## src/rtl/decode_unit_pkg.sv

```systemverilog
// Shared RV32I decode definitions: opcodes, immediate formats and the control-bit table.
package decode_unit_pkg;

    localparam logic [6:0] OPC_LUI    = 7'b0110111;
    localparam logic [6:0] OPC_AUIPC  = 7'b0010111;
    localparam logic [6:0] OPC_JAL    = 7'b1101111;
    localparam logic [6:0] OPC_JALR   = 7'b1100111;
    localparam logic [6:0] OPC_BRANCH = 7'b1100011;
    localparam logic [6:0] OPC_LOAD   = 7'b0000011;
    localparam logic [6:0] OPC_STORE  = 7'b0100011;
    localparam logic [6:0] OPC_OPIMM  = 7'b0010011;
    localparam logic [6:0] OPC_OP     = 7'b0110011;

    typedef enum logic [2:0] {
        IMM_NONE = 3'd0,
        IMM_I    = 3'd1,
        IMM_S    = 3'd2,
        IMM_B    = 3'd3,
        IMM_U    = 3'd4,
        IMM_J    = 3'd5
    } imm_type_e;

    typedef struct packed {
        logic      reg_write;
        logic      alu_src_imm;
        logic      mem_read;
        logic      mem_write;
        logic      branch;
        logic      jump;
        logic      illegal;
        logic      uses_rs1;
        logic      uses_rs2;
        imm_type_e imm_type;
    } ctrl_t;

    localparam ctrl_t CTRL_BUBBLE = '0;

    // The all-zero word is fetch's reset value and must decode as a bubble, not as illegal.
    function automatic ctrl_t decode_ctrl(input logic [31:0] instr);
        ctrl_t c;
        c = CTRL_BUBBLE;
        if (instr != '0) begin
            c.uses_rs1 = 1'b1;
            case (instr[6:0])
                OPC_LUI: begin
                    c.reg_write = 1'b1; c.alu_src_imm = 1'b1; c.imm_type = IMM_U; c.uses_rs1 = 1'b0;
                end
                OPC_AUIPC: begin
                    c.reg_write = 1'b1; c.alu_src_imm = 1'b1; c.imm_type = IMM_U; c.uses_rs1 = 1'b0;
                end
                OPC_JAL: begin
                    c.reg_write = 1'b1; c.jump = 1'b1; c.imm_type = IMM_J; c.uses_rs1 = 1'b0;
                end
                OPC_JALR: begin
                    c.reg_write = 1'b1; c.jump = 1'b1; c.alu_src_imm = 1'b1; c.imm_type = IMM_I;
                end
                OPC_BRANCH: begin
                    c.branch = 1'b1; c.imm_type = IMM_B; c.uses_rs2 = 1'b1;
                end
                OPC_LOAD: begin
                    c.reg_write = 1'b1; c.mem_read = 1'b1; c.alu_src_imm = 1'b1; c.imm_type = IMM_I;
                end
                OPC_STORE: begin
                    c.mem_write = 1'b1; c.alu_src_imm = 1'b1; c.imm_type = IMM_S; c.uses_rs2 = 1'b1;
                end
                OPC_OPIMM: begin
                    c.reg_write = 1'b1; c.alu_src_imm = 1'b1; c.imm_type = IMM_I;
                end
                OPC_OP: begin
                    c.reg_write = 1'b1; c.uses_rs2 = 1'b1;
                end
                default: c.illegal = 1'b1;
            endcase
        end
        return c;
    endfunction

endpackage

```

## src/rtl/decode_unit_imm_gen.sv

```systemverilog
// Combinational RV32I immediate generator; the sign bit is always instr[31].
module imm_gen
    import decode_unit_pkg::*;
#(
    parameter int DATA_W = 32
) (
    input  logic [31:0]       instr,
    input  logic [2:0]        imm_sel,
    output logic [DATA_W-1:0] imm
);

    logic signed [31:0] imm32;
    logic               unused_opcode;

    assign unused_opcode = ^instr[6:0];

    // NOTE: every variable written in always_comb gets a default first, otherwise an
    // unlisted case leaves it holding its old value and a latch is inferred.
    always_comb begin
        imm32 = '0;
        case (imm_sel)
            IMM_I:   imm32 = {{20{instr[31]}}, instr[31:20]};
            IMM_S:   imm32 = {{20{instr[31]}}, instr[31:25], instr[11:7]};
            IMM_B:   imm32 = {{19{instr[31]}}, instr[31], instr[7], instr[30:25], instr[11:8], 1'b0};
            IMM_U:   imm32 = {instr[31:12], 12'b0};
            IMM_J:   imm32 = {{11{instr[31]}}, instr[31], instr[19:12], instr[20], instr[30:21], 1'b0};
            default: imm32 = '0;
        endcase
    end

    assign imm = DATA_W'(imm32);

endmodule

```

## src/rtl/decode_unit.sv

```systemverilog
// RV32I decode stage: register-file addressing, control decode, load-use detection and the ID/EX register.
module decode_unit
    import decode_unit_pkg::*;
#(
    parameter int DATA_W = 32,
    parameter int REG_AW = 5
) (
    input  logic              stage_clk,
    input  logic              reset,
    input  logic              stage_ena,
    input  logic              stage_x,
    input  logic [DATA_W-1:0] instr_in,
    input  logic [DATA_W-1:0] pc_in,
    input  logic [DATA_W-1:0] pc_next_in,
    output logic [REG_AW-1:0] rs1_addr,
    output logic [REG_AW-1:0] rs2_addr,
    input  logic [DATA_W-1:0] rs1_rdata,
    input  logic [DATA_W-1:0] rs2_rdata,
    output logic              hazard_stall,
    output logic              valid,
    output logic [DATA_W-1:0] pc,
    output logic [DATA_W-1:0] pc_next,
    output logic [DATA_W-1:0] rs1_data,
    output logic [DATA_W-1:0] rs2_data,
    output logic [DATA_W-1:0] imm,
    output logic [REG_AW-1:0] rd,
    output logic [2:0]        funct3,
    output logic              funct7b5,
    output logic              alu_src_imm,
    output logic              reg_write,
    output logic              mem_read,
    output logic              mem_write,
    output logic              branch,
    output logic              jump,
    output logic              illegal
);

    ctrl_t             ctrl;
    logic [DATA_W-1:0] imm_val;
    logic              hazard_raw;
    logic              load_bubble;
    logic              load_decode;

    logic              valid_q, valid_d;
    logic [DATA_W-1:0] pc_q, pc_d, pc_next_q, pc_next_d;
    logic [DATA_W-1:0] rs1_data_q, rs1_data_d, rs2_data_q, rs2_data_d;
    logic [DATA_W-1:0] imm_q, imm_d;
    logic [REG_AW-1:0] rd_q, rd_d;
    logic [2:0]        funct3_q, funct3_d;
    logic              funct7b5_q, funct7b5_d;
    logic              alu_src_imm_q, alu_src_imm_d, reg_write_q, reg_write_d;
    logic              mem_read_q, mem_read_d, mem_write_q, mem_write_d;
    logic              branch_q, branch_d, jump_q, jump_d, illegal_q, illegal_d;

    assign rs1_addr = REG_AW'(instr_in[19:15]);
    assign rs2_addr = REG_AW'(instr_in[24:20]);
    assign ctrl     = decode_ctrl(instr_in[31:0]);

    imm_gen #(.DATA_W(DATA_W)) u_imm_gen (
        .instr   (instr_in[31:0]),
        .imm_sel (ctrl.imm_type),
        .imm     (imm_val)
    );

    always_comb begin
        hazard_raw = valid_q & mem_read_q & (rd_q != '0) &
                     (((rd_q == rs1_addr) & ctrl.uses_rs1) | ((rd_q == rs2_addr) & ctrl.uses_rs2));
    end

    assign hazard_stall = hazard_raw & ~stage_x;

    // Flush wins over hold; a hazard or the all-zero fetch word only inserts a bubble when advancing.
    assign load_bubble = stage_x | (stage_ena & (hazard_raw | (instr_in == '0)));
    assign load_decode = stage_ena & ~load_bubble;

    always_comb begin
        valid_d       = valid_q;
        pc_d          = pc_q;
        pc_next_d     = pc_next_q;
        rs1_data_d    = rs1_data_q;
        rs2_data_d    = rs2_data_q;
        imm_d         = imm_q;
        rd_d          = rd_q;
        funct3_d      = funct3_q;
        funct7b5_d    = funct7b5_q;
        alu_src_imm_d = alu_src_imm_q;
        reg_write_d   = reg_write_q;
        mem_read_d    = mem_read_q;
        mem_write_d   = mem_write_q;
        branch_d      = branch_q;
        jump_d        = jump_q;
        illegal_d     = illegal_q;

        if (load_bubble) begin
            valid_d       = 1'b0;
            pc_d          = '0;
            pc_next_d     = '0;
            rs1_data_d    = '0;
            rs2_data_d    = '0;
            imm_d         = '0;
            rd_d          = '0;
            funct3_d      = '0;
            funct7b5_d    = 1'b0;
            alu_src_imm_d = 1'b0;
            reg_write_d   = 1'b0;
            mem_read_d    = 1'b0;
            mem_write_d   = 1'b0;
            branch_d      = 1'b0;
            jump_d        = 1'b0;
            illegal_d     = 1'b0;
        end else if (load_decode) begin
            valid_d       = 1'b1;
            pc_d          = pc_in;
            pc_next_d     = pc_next_in;
            rs1_data_d    = rs1_rdata;
            rs2_data_d    = rs2_rdata;
            imm_d         = imm_val;
            rd_d          = ctrl.reg_write ? REG_AW'(instr_in[11:7]) : '0;
            funct3_d      = instr_in[14:12];
            funct7b5_d    = instr_in[30];
            alu_src_imm_d = ctrl.alu_src_imm;
            reg_write_d   = ctrl.reg_write;
            mem_read_d    = ctrl.mem_read;
            mem_write_d   = ctrl.mem_write;
            branch_d      = ctrl.branch;
            jump_d        = ctrl.jump;
            illegal_d     = ctrl.illegal;
        end
    end

    // NOTE: state registers use non-blocking assignments so every flop samples its
    // input from before the edge, independent of statement order.
    always_ff @(posedge stage_clk or posedge reset) begin
        if (reset) begin
            valid_q       <= 1'b0;
            pc_q          <= '0;
            pc_next_q     <= '0;
            rs1_data_q    <= '0;
            rs2_data_q    <= '0;
            imm_q         <= '0;
            rd_q          <= '0;
            funct3_q      <= '0;
            funct7b5_q    <= 1'b0;
            alu_src_imm_q <= 1'b0;
            reg_write_q   <= 1'b0;
            mem_read_q    <= 1'b0;
            mem_write_q   <= 1'b0;
            branch_q      <= 1'b0;
            jump_q        <= 1'b0;
            illegal_q     <= 1'b0;
        end else begin
            valid_q       <= valid_d;
            pc_q          <= pc_d;
            pc_next_q     <= pc_next_d;
            rs1_data_q    <= rs1_data_d;
            rs2_data_q    <= rs2_data_d;
            imm_q         <= imm_d;
            rd_q          <= rd_d;
            funct3_q      <= funct3_d;
            funct7b5_q    <= funct7b5_d;
            alu_src_imm_q <= alu_src_imm_d;
            reg_write_q   <= reg_write_d;
            mem_read_q    <= mem_read_d;
            mem_write_q   <= mem_write_d;
            branch_q      <= branch_d;
            jump_q        <= jump_d;
            illegal_q     <= illegal_d;
        end
    end

    assign valid       = valid_q;
    assign pc          = pc_q;
    assign pc_next     = pc_next_q;
    assign rs1_data    = rs1_data_q;
    assign rs2_data    = rs2_data_q;
    assign imm         = imm_q;
    assign rd          = rd_q;
    assign funct3      = funct3_q;
    assign funct7b5    = funct7b5_q;
    assign alu_src_imm = alu_src_imm_q;
    assign reg_write   = reg_write_q;
    assign mem_read    = mem_read_q;
    assign mem_write   = mem_write_q;
    assign branch      = branch_q;
    assign jump        = jump_q;
    assign illegal     = illegal_q;

endmodule

```

## config.mk

```make
export PLATFORM = sky130hd
export DESIGN_NAME = decode_unit
export DESIGN_NICKNAME = d
export VERILOG_FILES = /design/src/rtl/decode_unit_pkg.sv /design/src/rtl/decode_unit_imm_gen.sv /design/src/rtl/decode_unit.sv
export SDC_FILE = /design/constraint.sdc
export NUM_CORES = 1
export LEC_CHECK = 0
export CAP_MARGIN = 20
export CORE_MARGIN = 5
export CORE_UTILIZATION = 44
export DETAILED_ROUTE_END_ITERATION = 10
export GPL_TIMING_DRIVEN = 1
export PLACE_DENSITY = 0.86
export SLEW_MARGIN = 10
export SYNTH_ARGS = -nofsm -noshare
export SYNTH_HDL_FRONTEND = slang
export SYNTH_SLANG_ARGS = --single-unit
```

## constraint.sdc

```tcl
create_clock -name stage_clk -period 19.19 [get_ports stage_clk]
set_input_delay 3.838 -clock stage_clk [delete_from_list [all_inputs] [get_ports stage_clk]]
set_output_delay 3.838 -clock stage_clk [all_outputs]
set_load 0.01 [all_outputs]
```

==> results.md <==
* RSZ-0062 raised after global routing: no
* Leading area contributor after synthesis: dfrtp_1
* Max-slew violations at 0
* Critical path fanouts, max at 14
* Asr flop ratio synth at 1.00
* Avg Inst Size Synth at around 13 µm²
* Full die area at 18900 µm²
* Rel. slew slack at 0.279
* Grt met1 use at 0.296
* Setup WS post-layout at 8.74 ns
* WP data required at 15.35 ns
* Starting Density at 0.450
* Crit path kind: input pin to output pin
* Vias per cell at between 5 and 6
* H-Tree Depth at 4
* Clock buffer depth at 2
* Gr usage total at 0.257
* Initial DRC count at 379
* Leakage power at slightly below 5 nW
* Largest net degree at the start of global routing at 106
* Met3 usage at 0.0811
* Avg WL per Cell at between 20 and 25 µm
* Area growth from synthesis to layout at 57.2%
* TritonCTS clock tree: done
* Final std cells w/o fill at 1104
* Hold Crit Class: flop to flop
* Max Cap Viol at 0
* Routed via count at approximately 6200
* Clock sink count at between 150 and 200
* Fin nets at 1037
* Post-CTS setup buffer count at 0
* Worst slew pin tran at between 1 and 1.5 ns
* Syn Inst Count at approximately 550
* Hold WS at 0.481 ns
* Cell Count Post-Placement at about 1100
* Layout cells sized above 1 at 0.0497
* Core area at between 15000 and 20000 µm²
* Area contributors post-synth: dfrtp_1, a22o_1, o31ai_1
* DRC Markers at 0
* # IOs at 352
* Clock latency at the later pin of the worst-skew pair at 0.42 ns
* Total CTS buffers at 17
* PD cells at approximately 79 nW/µm²
* WL final at 25200 µm
* Post-synth EDFFs at 0
* Worst Reg2Reg Path Length in Cells at 6
* Count leader, synth: dfrtp_1
* Final Core Density at 0.707
* Row cnt at 46
* Die W at roughly 140 µm
* Status: finished, final reports clean
* Tot Pwr at between 800 and 900 µW
* CP endpoint kind: output pin
* Commonest register cell after synthesis: dfrtp_1
* Clock Pin Slew Worst Setup and Hold Paths at 0.06 ns
* # resized after CTS at 0
* Post-DP Area at 10700 µm²
* Yosys warning count at 0
* Yosys top cell area share at 0.618
* Net Count, Synth at 717
* Initial antenna violation count at 2
* Fin Setup TNS at 0 ns
* TritonRoute pass-1 iters at 5
* Fmax at approximately 0.096 GHz
* Root Driver: clkbuf_16
* CP Data Arrival Time at 6.61 ns
* Worst VDD drop at just under 0.00006 V
* Hpwl dp at ~18000 µm
* Synth top cells by count: dfrtp_1, a22o_1, nand2_1
* Post-CTS Hold Fix Bufs at 0
* Setup-failing EPs final at 0
* Worst Hold Depth at 2
* Final hold viol count at 0
* Syn Std Cell Area at just over 7000 µm²
* Synth unique cells at 42
* IO buf count at ~350
* Final ANT Viol Nets at 0
* Die height at around 140 µm
* Gpl congestion at ~0.93
* Worst clock skew at about 0.011 ns
* GR Util met2 at 0.437
* Pre-CTS setup slack at around 8.7 ns
* Vias in the first global route at around 6300
* Register area share after synthesis at 0.618
* Tcrit/Tclk final at 0.545
* Global-route layer with the greatest usage: met2
* First-pass GRT wire length at 36900 µm
* Type of origin of the critical path: input pin
* Final instance area at between 10000 and 15000 µm²
* Period minus WS final at approximately 10 ns
* Remaining global-route overflow at 0
* FF+latch count, synth at roughly 180
critical path, stage by stage:
cell and delay [ns]:
clkdlybuf4s50_1 0.74, nand4b_1 0.23, a21oi_4 0.12, nor4_1 0.77, nor2_1 0.11, nor3_1 0.19
clkdlybuf4s50_1 0.60
sequential cells by signal, indices dropped and copies added, names as in the netlist, 3 cells and up:
| name | count |
|---|---|
| pc_next | 32 |
| rs1_data | 32 |
| rd | 5 |
| pc | 32 |
| rs2_data | 32 |
| funct3 | 3 |
| imm | 32 |
cells by family after synthesis:
family          count (synthesis)  synth area share
compound gates                217             0.251
flops                         177             0.618
simple gates                   88            0.0646
buf+inv                        59            0.0513
xor+xnor                       10            0.0122
mux                             2           0.00279
report_power, final:
part           leakage (nW)  total (mW)  internal (mW)  switching [mW]
Sequential             2.38       0.399          0.389         0.00941
Clock                 0.291       0.356          0.209           0.147
Combinational          2.15       0.130         0.0737          0.0563
cell usage in the layout (no fill, tap or decap), types with 3 or more instances in the layout:
master	n
clkbuf_16	17
nand3_1	5
clkdlybuf4s50_1	351
nand2_1	34
nor3_1	5
nor2_1	13
nor4_1	9
buf_4	6
clkinv_2	3
and2_1	4
bufinv_16	3
a22o_1	143
xnor2_1	8
inv_6	4
dfrtp_1	177
a32o_1	13
o21ai_0	6
a21oi_1	23
o31ai_1	21
layout make-up:
| class | instances | area [µm²] |
|---|---|---|
| timing repair buffer | 358 | 3560 |
| tap | 216 | 270 |
| multi-input combinational | 317 | 2380 |
| clock buffer | 20 | 447 |
| clock inverter | 12 | 155 |
| inverter | 2 | 12.5 |
| fill | 1116 | 4680 |
| antenna | 2 | 5.00 |
| sequential | 177 | 4430 |
path summary, 6_finish.rpt:
kind	slack, ns	start	end
max	8.74	instr_in[4]	hazard_stall
min	0.48	imm[19]	imm[19]
max reg2reg	15.60	rd[1]	rs1_data[25]
min reg2reg	0.48	imm[19]	imm[19]
max in group asynchronous	13.61	reset	rs1_data[21]
min in group asynchronous	3.97	reset	rs1_data[10]
metal layers:
metal	vias to the layer above	routed length (µm)
li1	2760	-
met1	3124	8990
met5	-	0
met3	56	2390
met2	296	13000
met4	0	812
No activity file was read; power rests on OpenSTA's default activity.
